===== src/rtl/mem_load_resp_queue.sv =====
// mem_load_resp_queue: in-order MEM-stage response queue with load extraction (optional MEM_RESP_BYPASS_EN: zero-latency head bypass)
module mem_load_resp_queue #(
    parameter int DEPTH  = 4,
    parameter int DATA_W = 32,
    parameter int OFF_W  = $clog2(DATA_W / 8)
) (
    input  logic                  clk,
    input  logic                  reset,
    input  logic                  req_fire,
    input  logic                  req_is_load,
    input  logic [4:0]            req_ld_op,
    input  logic [OFF_W-1:0]      req_offset,
    input  logic [4:0]            req_dest,
    output logic                  req_ready,
    input  logic                  data_ok,
    input  logic [DATA_W-1:0]     rdata,
    output logic                  out_valid,
    input  logic                  out_ready,
    output logic                  out_we,
    output logic [4:0]            out_dest,
    output logic [31:0]           out_data,
    input  logic                  flush,
    output logic                  fwd_busy,
    output logic [$clog2(DEPTH):0] outstanding,
    output logic                  resp_err
);
    localparam int AW = $clog2(DEPTH);
    localparam int PW = AW + 1;
    localparam int BW = OFF_W + 3;

    logic [PW-1:0]    wr_ptr_q, rs_ptr_q, rd_ptr_q, cancel_q;
    logic [PW-1:0]    wr_ptr_d, rs_ptr_d, rd_ptr_d, cancel_d;
    logic             resp_err_q, resp_err_d;
    logic [DEPTH-1:0] is_load_q, done_q;
    logic [4:0]       ld_op_q [DEPTH];
    logic [OFF_W-1:0] off_q   [DEPTH];
    logic [4:0]       dest_q  [DEPTH];
    logic [31:0]      data_q  [DEPTH];
    logic [AW-1:0]    wr_idx, rs_idx, rd_idx;
    logic [PW-1:0]    live, pend;
    logic             alloc, hit_cancel, hit_entry, bad_resp, head_done, bypass, retire;
    logic [31:0]      resp_val;

    function automatic logic [31:0] extract(input logic [DATA_W-1:0] d, input logic [4:0] op,
                                            input logic [OFF_W-1:0] off, input logic ld);
        logic [BW-1:0] sh;
        logic [7:0]    b;
        logic [15:0]   h;
        logic [31:0]   w;
        sh = {off, 3'b000};
        b  = 8'(d >> sh);
        h  = 16'(d >> (sh & ~BW'(15)));
        w  = 32'(d >> (sh & ~BW'(31)));
        return !ld ? 32'h0 : op[0] ? {{24{b[7]}}, b} : op[1] ? {{16{h[15]}}, h} : op[2] ? w :
               op[3] ? {24'h0, b} : op[4] ? {16'h0, h} : 32'h0;
    endfunction

    // Occupancy, response routing, head presentation and next-state pointers
    always_comb begin
        wr_idx      = wr_ptr_q[AW-1:0];
        rs_idx      = rs_ptr_q[AW-1:0];
        rd_idx      = rd_ptr_q[AW-1:0];
        live        = wr_ptr_q - rd_ptr_q;
        pend        = wr_ptr_q - rs_ptr_q;
        outstanding = live + cancel_q;
        req_ready   = outstanding < PW'(DEPTH);
        alloc       = req_fire && req_ready;
        hit_cancel  = data_ok && cancel_q != '0;
        hit_entry   = data_ok && cancel_q == '0 && pend != '0;
        bad_resp    = data_ok && cancel_q == '0 && pend == '0;
        resp_val    = extract(rdata, ld_op_q[rs_idx], off_q[rs_idx], is_load_q[rs_idx]);
        head_done   = live != '0 && done_q[rd_idx] && !flush;
`ifdef MEM_RESP_BYPASS_EN
        bypass      = hit_entry && !flush && rs_ptr_q == rd_ptr_q;
`else
        bypass      = 1'b0;
`endif
        out_valid   = head_done || bypass;
        out_we      = out_valid && is_load_q[rd_idx];
        out_dest    = out_valid ? dest_q[rd_idx] : 5'd0;
        out_data    = bypass ? resp_val : head_done ? data_q[rd_idx] : 32'h0;
        retire      = out_valid && out_ready;
        fwd_busy    = 1'b0;
        for (int i = 0; i < DEPTH; i++)
            fwd_busy |= (PW'(i) < live) && is_load_q[rd_idx + AW'(i)] && !done_q[rd_idx + AW'(i)];
        wr_ptr_d    = flush ? wr_ptr_q : wr_ptr_q + PW'(alloc);
        rs_ptr_d    = flush ? wr_ptr_q : rs_ptr_q + PW'(hit_entry);
        rd_ptr_d    = flush ? wr_ptr_q : rd_ptr_q + PW'(retire);
        cancel_d    = flush ? cancel_q + pend + PW'(alloc) - PW'(hit_cancel || hit_entry)
                            : cancel_q - PW'(hit_cancel);
        resp_err_d  = resp_err_q || bad_resp;
        resp_err    = resp_err_q;
    end

    // Pointers, cancel counter, sticky error and per-entry done flags
    always_ff @(posedge clk) begin
        if (reset) begin
            wr_ptr_q   <= '0;
            rs_ptr_q   <= '0;
            rd_ptr_q   <= '0;
            cancel_q   <= '0;
            resp_err_q <= 1'b0;
            done_q     <= '0;
        end else begin
            wr_ptr_q   <= wr_ptr_d;
            rs_ptr_q   <= rs_ptr_d;
            rd_ptr_q   <= rd_ptr_d;
            cancel_q   <= cancel_d;
            resp_err_q <= resp_err_d;
            if (!flush && alloc)
                done_q[wr_idx] <= 1'b0;
            if (!flush && hit_entry && !(bypass && out_ready))
                done_q[rs_idx] <= 1'b1;
        end
    end

    // Entry payload: request fields on alloc, extracted result on response
    always_ff @(posedge clk) begin
        if (!flush && alloc) begin
            is_load_q[wr_idx] <= req_is_load;
            ld_op_q[wr_idx]   <= req_ld_op;
            off_q[wr_idx]     <= req_offset;
            dest_q[wr_idx]    <= req_dest;
        end
        if (!flush && hit_entry)
            data_q[rs_idx] <= resp_val;
    end
endmodule


===== config.mk =====
export PLATFORM = sky130hd
export DESIGN_NAME = mem_load_resp_queue
export DESIGN_NICKNAME = d
export VERILOG_FILES = /design/src/rtl/mem_load_resp_queue.sv
export SDC_FILE = /design/constraint.sdc
export NUM_CORES = 1
export LEC_CHECK = 0
export BUFFER_PORTS_ARGS = -buffer_cell sky130_fd_sc_hd__buf_2
export CAP_MARGIN = 10
export CORE_AREA = 10 10 126 242
export DETAILED_ROUTE_END_ITERATION = 8
export DIE_AREA = 0 0 136 252
export GPL_TIMING_DRIVEN = 0
export SETUP_SLACK_MARGIN = 0.4
export SLEW_MARGIN = 20
export SYNTH_ARGS = -nofsm -noshare
export SYNTH_HDL_FRONTEND = slang
export SYNTH_SLANG_ARGS = --single-unit

===== constraint.sdc =====
create_clock -name clk -period 16.61 [get_ports clk]
set_input_delay 0.8305 -clock clk [delete_from_list [all_inputs] [get_ports clk]]
set_output_delay 0.8305 -clock clk [all_outputs]
set_load 0.05 [all_outputs]

==> results of run 1 <==
==> power by group <==
part	internal, mW	switching (mW)
registers	0.584	0.00892
logic	0.101	0.187
clock network	0.193	0.183
total	0.878	0.380
==> layout make-up <==
type / instances / area [µm²]
fill: 2436 / 15600
sequential: 197 / 5750
multi-input combinational: 326 / 3160
timing repair buffer: 122 / 643
clock buffer: 19 / 433
tap: 344 / 430
buffer: 36 / 174
clock inverter: 13 / 98.8
inverter: 22 / 82.6
antenna: 2 / 5.00
==> layer usage <==
layer  part of all wire  wire length (µm)
met5             0.0015                35
met2               0.56             13300
met1               0.35              8180
met3              0.050              1190
met4              0.040               956
==> logic make-up after synthesis <==
kind of cell | Yosys count | share of synthesized area
mux | 75 | 0.151
xor+xnor | 11 | 0.0136
fa+ha+maj | 19 | 0.0299
buf+inv | 58 | 0.0282
flops | 197 | 0.631
simple gates | 135 | 0.0809
compound gates | 86 | 0.0658
==> layout by cell type (no fill, tap or decap), types with 8 or more instances in the layout <==
master / count
buf_4: 10
dfxtp_1: 17
mux4_2: 45
inv_1: 22
nor2b_1: 10
a21oi_1: 27
mux2i_1: 18
ha_1: 13
mux2_2: 8
buf_2: 124
clkbuf_1: 22
and3_1: 41
nor2_1: 24
o21ai_0: 9
clkbuf_16: 17
nand2b_1: 9
nand2_1: 27
edfxtp_1: 180
a221oi_1: 13
==> state kept, by name, summed over array words and instances (netlist names) <==
register / flops
off_q: 8
is_load_q: 4
done_q: 4
rd_ptr_q: 3
rs_ptr_q: 3
resp_err: 1
ld_op_q: 20
cancel_q: 3
dest_q: 20
wr_ptr_q: 3
data_q: 128
==> metrics by stage <==
stage,hold WS (ps),worst slack [ps],std cells,cell area [µm²],util
after global placement,453,7820,1019,10000,0.380
after detailed placement,469,11700,1047,10200,0.388
after global routing,543,11120,1079,10800,0.408
after CTS,488,11200,1079,10800,0.408
after floorplan,452,10950,581,9110,-
final,477,11310,1081,10800,0.408
==> worst max-delay path, stage by stage (launching register included) <==
cell	delay, ps
dfxtp_1	330
clkbuf_1	490
clkbuf_1	530
inv_1	130
fa_1	440
xnor3_1	410
nor3_1	70
nor2_1	560
clkbuf_1	480
and3_1	280
buf_2	280
==> worst paths after layout <==
kind | endpoint | depth (start not counted) | from | slack [ps]
worst max register to register | cancel_q[2] | 17 | rd_ptr_q[1] | 11860
worst max-delay path | out_dest[1] | 10 | rd_ptr_q[1] | 11310
worst min-delay path | resp_err | 2 | resp_err | 480
worst min register to register | resp_err | 2 | resp_err | 480
==> results.tsv, run 1 <==
stage	metric	value	unit
clocking	Post-CTS Setup Bufs	0	
floorplanning	I/O pins	96	
timing	Worst-Margin Slew	868	ps
place	RD Place Congestion	0.842	
yosys	Synth Instances	581	
yosys	Yosys top cell by area	edfxtp_1	
power_and_ir_drop	VDD IR max	0.0667	mV
routing	count of routing violations after the opening detailed-route iteration	354	
grt	met1 usage	0.136	
clocking	cts bufs inserted	17	
timing	Worst slew margin	0.421	
yosys	synthesized flop and latch total	197	
timing	final setup fails	0	
clocking	hold_buf cts	0	
grt	largest net degree at the start of global routing	23	
timing	Slew Limit Fails	0	
grt	GR Util All Layers	0.140	
routing	wire length per cell	21.8	µm
job	maxcap violations	0	
grt	met2 GRT Util	0.260	
yosys	YS warnings	0	
floorplanning	Die W	136	µm
grt	gr ovfl total	0	
timing	crit path time final	5300	ps
setup_path	worst-path fanout max	10	
floorplanning	Starting Density	0.345	
yosys	ys async rst share	0	
routing	DR vias	5641	
floorplanning	core area	0.0264	mm²
setup_path	crit start category	register	
power_and_ir_drop	Overall Power	1.26	mW
yosys	top cell type's share of synthesized area	0.593	
routing	first-pass iteration count of the detailed router	4	
routing	vias per cell	5.22	
clocking	clk_lat worst skew	450	ps
grt	M3 GR Usage	0.0432	
clocking	clk sinks	197	
worst_hold_path	min-delay worst type	reg2reg	
timing	RSZ-0062 raised after global routing	false	
setup_path	Critical Path AT	4470	ps
yosys	ys flop type	edfxtp_1	
routing	drt total wl	23600	µm
timing	Clock Skews	9.96	ps
layout	Area Growth Syn to Fin	18.2	%
yosys	EDFF count, synth	180	
yosys	most instantiated cells after synthesis	edfxtp_1, mux4_2, and3_1	
layout	layout cell share with drive strength beyond 1	0.318	
timing	Highest Clock Rate	189	MHz
timing	final hold vios	0	
routing	Post-DRT Antenna Nets	0	
grt	busiest grt layer	met2	
timing	setup_tns	0	ps
layout	fin nets	791	
clocking	Clock Tree Buf Depth	2	
clocking	TritonCTS clock tree	done	
status	status	finished, final reports clean	
clocking	post-cts resize count	0	
clocking	Worst-path clk slew	70	ps
place	Final HPWL DP	18500	µm
yosys	Cell variety after synth	53	
setup_path	CP Class	reg2out	
floorplanning	Chip Height	252	µm
power_and_ir_drop	Leak	3.94	nW
grt	first-pass GRT wire length	35900	µm
yosys	Synth area leaders	edfxtp_1, mux4_2, dfxtp_1	
routing	DRC errors left	0	
floorplanning	DIE AREA	0.0343	mm²
timing	period utilization	0.319	
yosys	Cell Area, Synth	0.00911	mm²
yosys	most common cell in the synthesized netlist	edfxtp_1	
grt	initial antenna violation count	6	
clocking	Root Buffer	clkbuf_16	
clocking	H-tree Lvls	4	
place	I/O Buffers	94	
setup_path	Worst Path Required	15780	ps
grt	vias in the first global route	6096	
yosys	syn nets	650	
setup_path	Crit. End Element	output pin	
floorplanning	FP Rows	84	
power_and_ir_drop	Pwr Density	117	mW/mm²
yosys	Syn Area/Cell	15.7	µm²
yosys	post-synthesis sequential area ratio	0.631	
Power figures use the tool's default switching activity.
==> run 2, diff against run 1 <==
==> constraint.sdc (replaced) <==
create_clock -name clk -period 4.4 [get_ports clk]
set_input_delay 0.22 -clock clk [delete_from_list [all_inputs] [get_ports clk]]
set_output_delay 0.22 -clock clk [all_outputs]
set_load 0.05 [all_outputs]
==> run 2 against run 1 <==
Against the previous run:
- design area grew 2.6%
- critical path depth grew 7
- clock skew about the same
- global-route usage rose by 0.13 points
- highest routed layer unchanged
==> results.tsv, run 2 (synthesis results as in run 1) <==
stage	metric	value	unit	change
setup_path	Reg2Reg Depth	17		unchanged
floorplanning	FP Rows	84		unchanged
floorplanning	Chip Height	252	µm	unchanged
layout	max reg flops	128		unchanged
timing	Clock Skews	9.75	ps	was 9.96 ps
floorplanning	Die W	136	µm	unchanged
setup_path	Slowest-stage cell, CP	fa_2		was nor2_1
routing	DRC errors left	0		unchanged
layout	fin nets	793		was 791
power_and_ir_drop	Power Internal	3.41	mW	was 0.878 mW
floorplanning	I/O pins	96		unchanged
layout	final design utilization	0.419		was 0.408
timing	Worst slew margin	0.454		was 0.421
power_and_ir_drop	VDD IR max	0.255	mV	was 0.0667 mV
clocking	clk sinks	197		unchanged
grt	initial antenna violation count	8		was 6
layout	Largest regs	data_q: 128 flops, dest_q: 20 flops, ld_op_q: 20 flops		unchanged
setup_path	most used cell, CP	inv_1		was clkbuf_1
floorplanning	core area	0.0264	mm²	unchanged
clocking	Root Buffer	clkbuf_16		unchanged
routing	DR vias	5695		was 5641
timing	final hold vios	0		unchanged
clocking	Worst-path clk slew	70	ps	about the same
setup_path	CP max stage delay	570	ps	was 560 ps
clocking	Clock Tree Buf Depth	2		unchanged
setup_path	Critical Path AT	4050	ps	was 4470 ps
timing	Slew Limit Fails	0		unchanged
setup_path	flop-to-flop setup slack	660	ps	was 11860 ps
grt	met1 usage	0.143		was 0.136
power_and_ir_drop	Sw Share	0.299		was 0.302
timing	final setup fails	0		unchanged
status	status	finished, final reports clean		unchanged
setup_path	delay-heaviest family, CP	adder cells		was buffers and inverters
power_and_ir_drop	Leak	3.99	nW	was 3.94 nW
grt	largest net degree at the start of global routing	22		was 23
floorplanning	Starting Density	0.345		unchanged
setup_path	worst-path fanout max	10		unchanged
setup_path	crit start category	register		unchanged
setup_path	CP Class	reg2reg		was reg2out
layout	commonest non-fill, non-tap cell in the layout	edfxtp_1		unchanged
job	maxcap violations	0		unchanged
timing	Highest Clock Rate	267	MHz	
power_and_ir_drop	Clock power frac	0.302		was 0.299
grt	first-pass GRT wire length	36200	µm	was 35900 µm
routing	vias per cell	5.26		was 5.22
place	Final HPWL DP	18100	µm	was 18500 µm
power_and_ir_drop	Comb pwr share	0.237		was 0.229
grt	M3 GR Usage	0.0364		was 0.0432
power_and_ir_drop	sw power	1.45	mW	was 0.380 mW
timing	period utilization	0.851		
setup_path	Worst Path Required	4710	ps	was 15780 ps
routing	count of routing violations after the opening detailed-route iteration	318		was 354
place	DP Area	0.0103	mm²	was 0.0102 mm²
worst_hold_path	min-delay worst type	in2reg		was reg2reg
grt	met2 GRT Util	0.260		about the same
routing	Post-DRT Antenna Nets	0		unchanged
clocking	cts bufs inserted	17		unchanged
place	I/O Buffers	94		unchanged
grt	vias in the first global route	6045		was 6096
clocking	H-tree Lvls	4		unchanged
power_and_ir_drop	Pwr Density	440	mW/mm²	was 117 mW/mm²
setup_path	CP bufs+invs	5		unchanged
clocking	TritonCTS clock tree	done		unchanged
setup_path	CP cell instances	clkbuf_8 > clkbuf_8 > inv_1 > fa_2 > inv_1 > fa_2 > xnor2_2 > xnor2_4 > nand2_4 > fa_1 > inv_1 > fa_1 > xor2_1 > xnor2_1 > mux2i_1 > xor2_1 > nor2_1		was clkbuf_1 > clkbuf_1 > inv_1 > fa_1 > xnor3_1 > nor3_1 > nor2_1 > clkbuf_1 > and3_1 > buf_2
layout	post-route cell area	0.0110	mm²	was 0.0108 mm²
layout	most frequent cells in the layout	edfxtp_1, buf_2, mux4_2		unchanged
power_and_ir_drop	sequential power share	0.461		was 0.471
floorplanning	DIE AREA	0.0343	mm²	unchanged
setup_path	Worst R2R Start	rd_ptr_q[1]		unchanged
setup_path	reg2reg end	cancel_q[2]		unchanged
timing	crit path time final	3740	ps	
place	RD Place Congestion	0.822		was 0.842
grt	GR Util All Layers	0.142		was 0.140
routing	drt total wl	23400	µm	was 23600 µm
setup_path	Crit. End Element	register		was output pin
timing	Worst-Margin Slew	819	ps	was 868 ps
timing	RSZ-0062 raised after global routing	false		unchanged
worst_hold_path	Hold Startpoint	req_ld_op[2]		was resp_err
layout	Area Growth Syn to Fin	21.3	%	was 18.2%
layout	layout cell share with drive strength beyond 1	0.324		was 0.318
grt	gr ovfl total	0		unchanged
routing	first-pass iteration count of the detailed router	5		was 4
worst_hold_path	Hold Path Sink	ld_op_q[2][2]		was resp_err
grt	busiest grt layer	met2		unchanged
routing	wire length per cell	21.6	µm	was 21.8 µm
worst_hold_path	Hold Path Stages	1		was 2
clocking	clk_lat worst skew	440	ps	was 450 ps
layout	Top reg by flops	data_q		unchanged
## run 2: changes by cell type in the layout (fill, tap and decap cells not counted), moves of 3 or more
cell	before	now
dlygate4sd3_1	0	12
nor4_4	0	5
clkinv_2	0	3
buf_6	2	8
clkbuf_1	22	17
buf_4	10	14
buf_2	124	104
nor4_2	5	0
## run 2: power by group through the flow
| stage | Clock [mW] | Combinational [mW] | Sequential [mW] |
|---|---|---|---|
| 6_report | 1.47 | 1.15 | 2.24 |
| 5_1_grt | 1.57 | 1.27 | 2.25 |
| 4_1_cts | 1.50 | 1.16 | 2.24 |
| 3_5_place_dp | 0 | 1.14 | 2.28 |
| 3_3_place_gp | 0 | 1.09 | 2.28 |
| 2_1_floorplan | 0 | 0.784 | 2.28 |
## run 2: worst max-delay path by stage
stage / end / cells past startpoint / start
5_1_grt: cancel_q[2] / 17 / wr_ptr_q[0]
2_1_floorplan: data_q[1][0] / 7 / wr_ptr_q[0]
4_1_cts: cancel_q[2] / 17 / rd_ptr_q[1]
3_3_place_gp: data_q[1][0] / 7 / wr_ptr_q[0]
3_5_place_dp: cancel_q[2] / 17 / wr_ptr_q[0]
6_report: cancel_q[2] / 17 / rd_ptr_q[1]
## run 2: layout make-up
class                           instances  area (µm²)
Fill cell                            2436       15300
Sequential cell                       197        5750
Multi-Input combinational cell        326        3260
Timing Repair Buffer                  124         761
Tap cell                              344         430
Clock buffer                           17         425
Buffer                                 36         195
Clock inverter                         15         131
Inverter                               22        86.3
Antenna cell                            2        5.00
## run 2: routing by layer
| metal | wire, µm | vias up |
|---|---|---|
| met2 | 13100 | 164 |
| li1 | - | 2601 |
| met3 | 1220 | 56 |
| met1 | 8150 | 2862 |
| met5 | 80 | - |
| met4 | 882 | 12 |
## run 2: repair_timing
item,in CTS,in global routing
endpoints found under the hold margin,46,0
setup endpoints to repair,53,1
resized for setup,9,3
setup buffers,2,2
pin swaps,1,2
hold buffers,12,0
## run 2: through the flow
stage / setup TNS [ps] / std cells / setup slack, ps / power [mW] / hold WS (ps)
final: 0 / 1083 / 658 / 4.86 / 14.8
after global routing: 0 / 1083 / 413 / 5.09 / 6.43
after CTS: 0 / 1079 / 442 / 4.91 / 0.582
after detailed placement: -26.0 / 1033 / -26.0 / 3.42 / 442
after global placement: -174110 / 1019 / -1460 / 3.37 / 431
after floorplan: 0 / 581 / 284 / 3.06 / 298
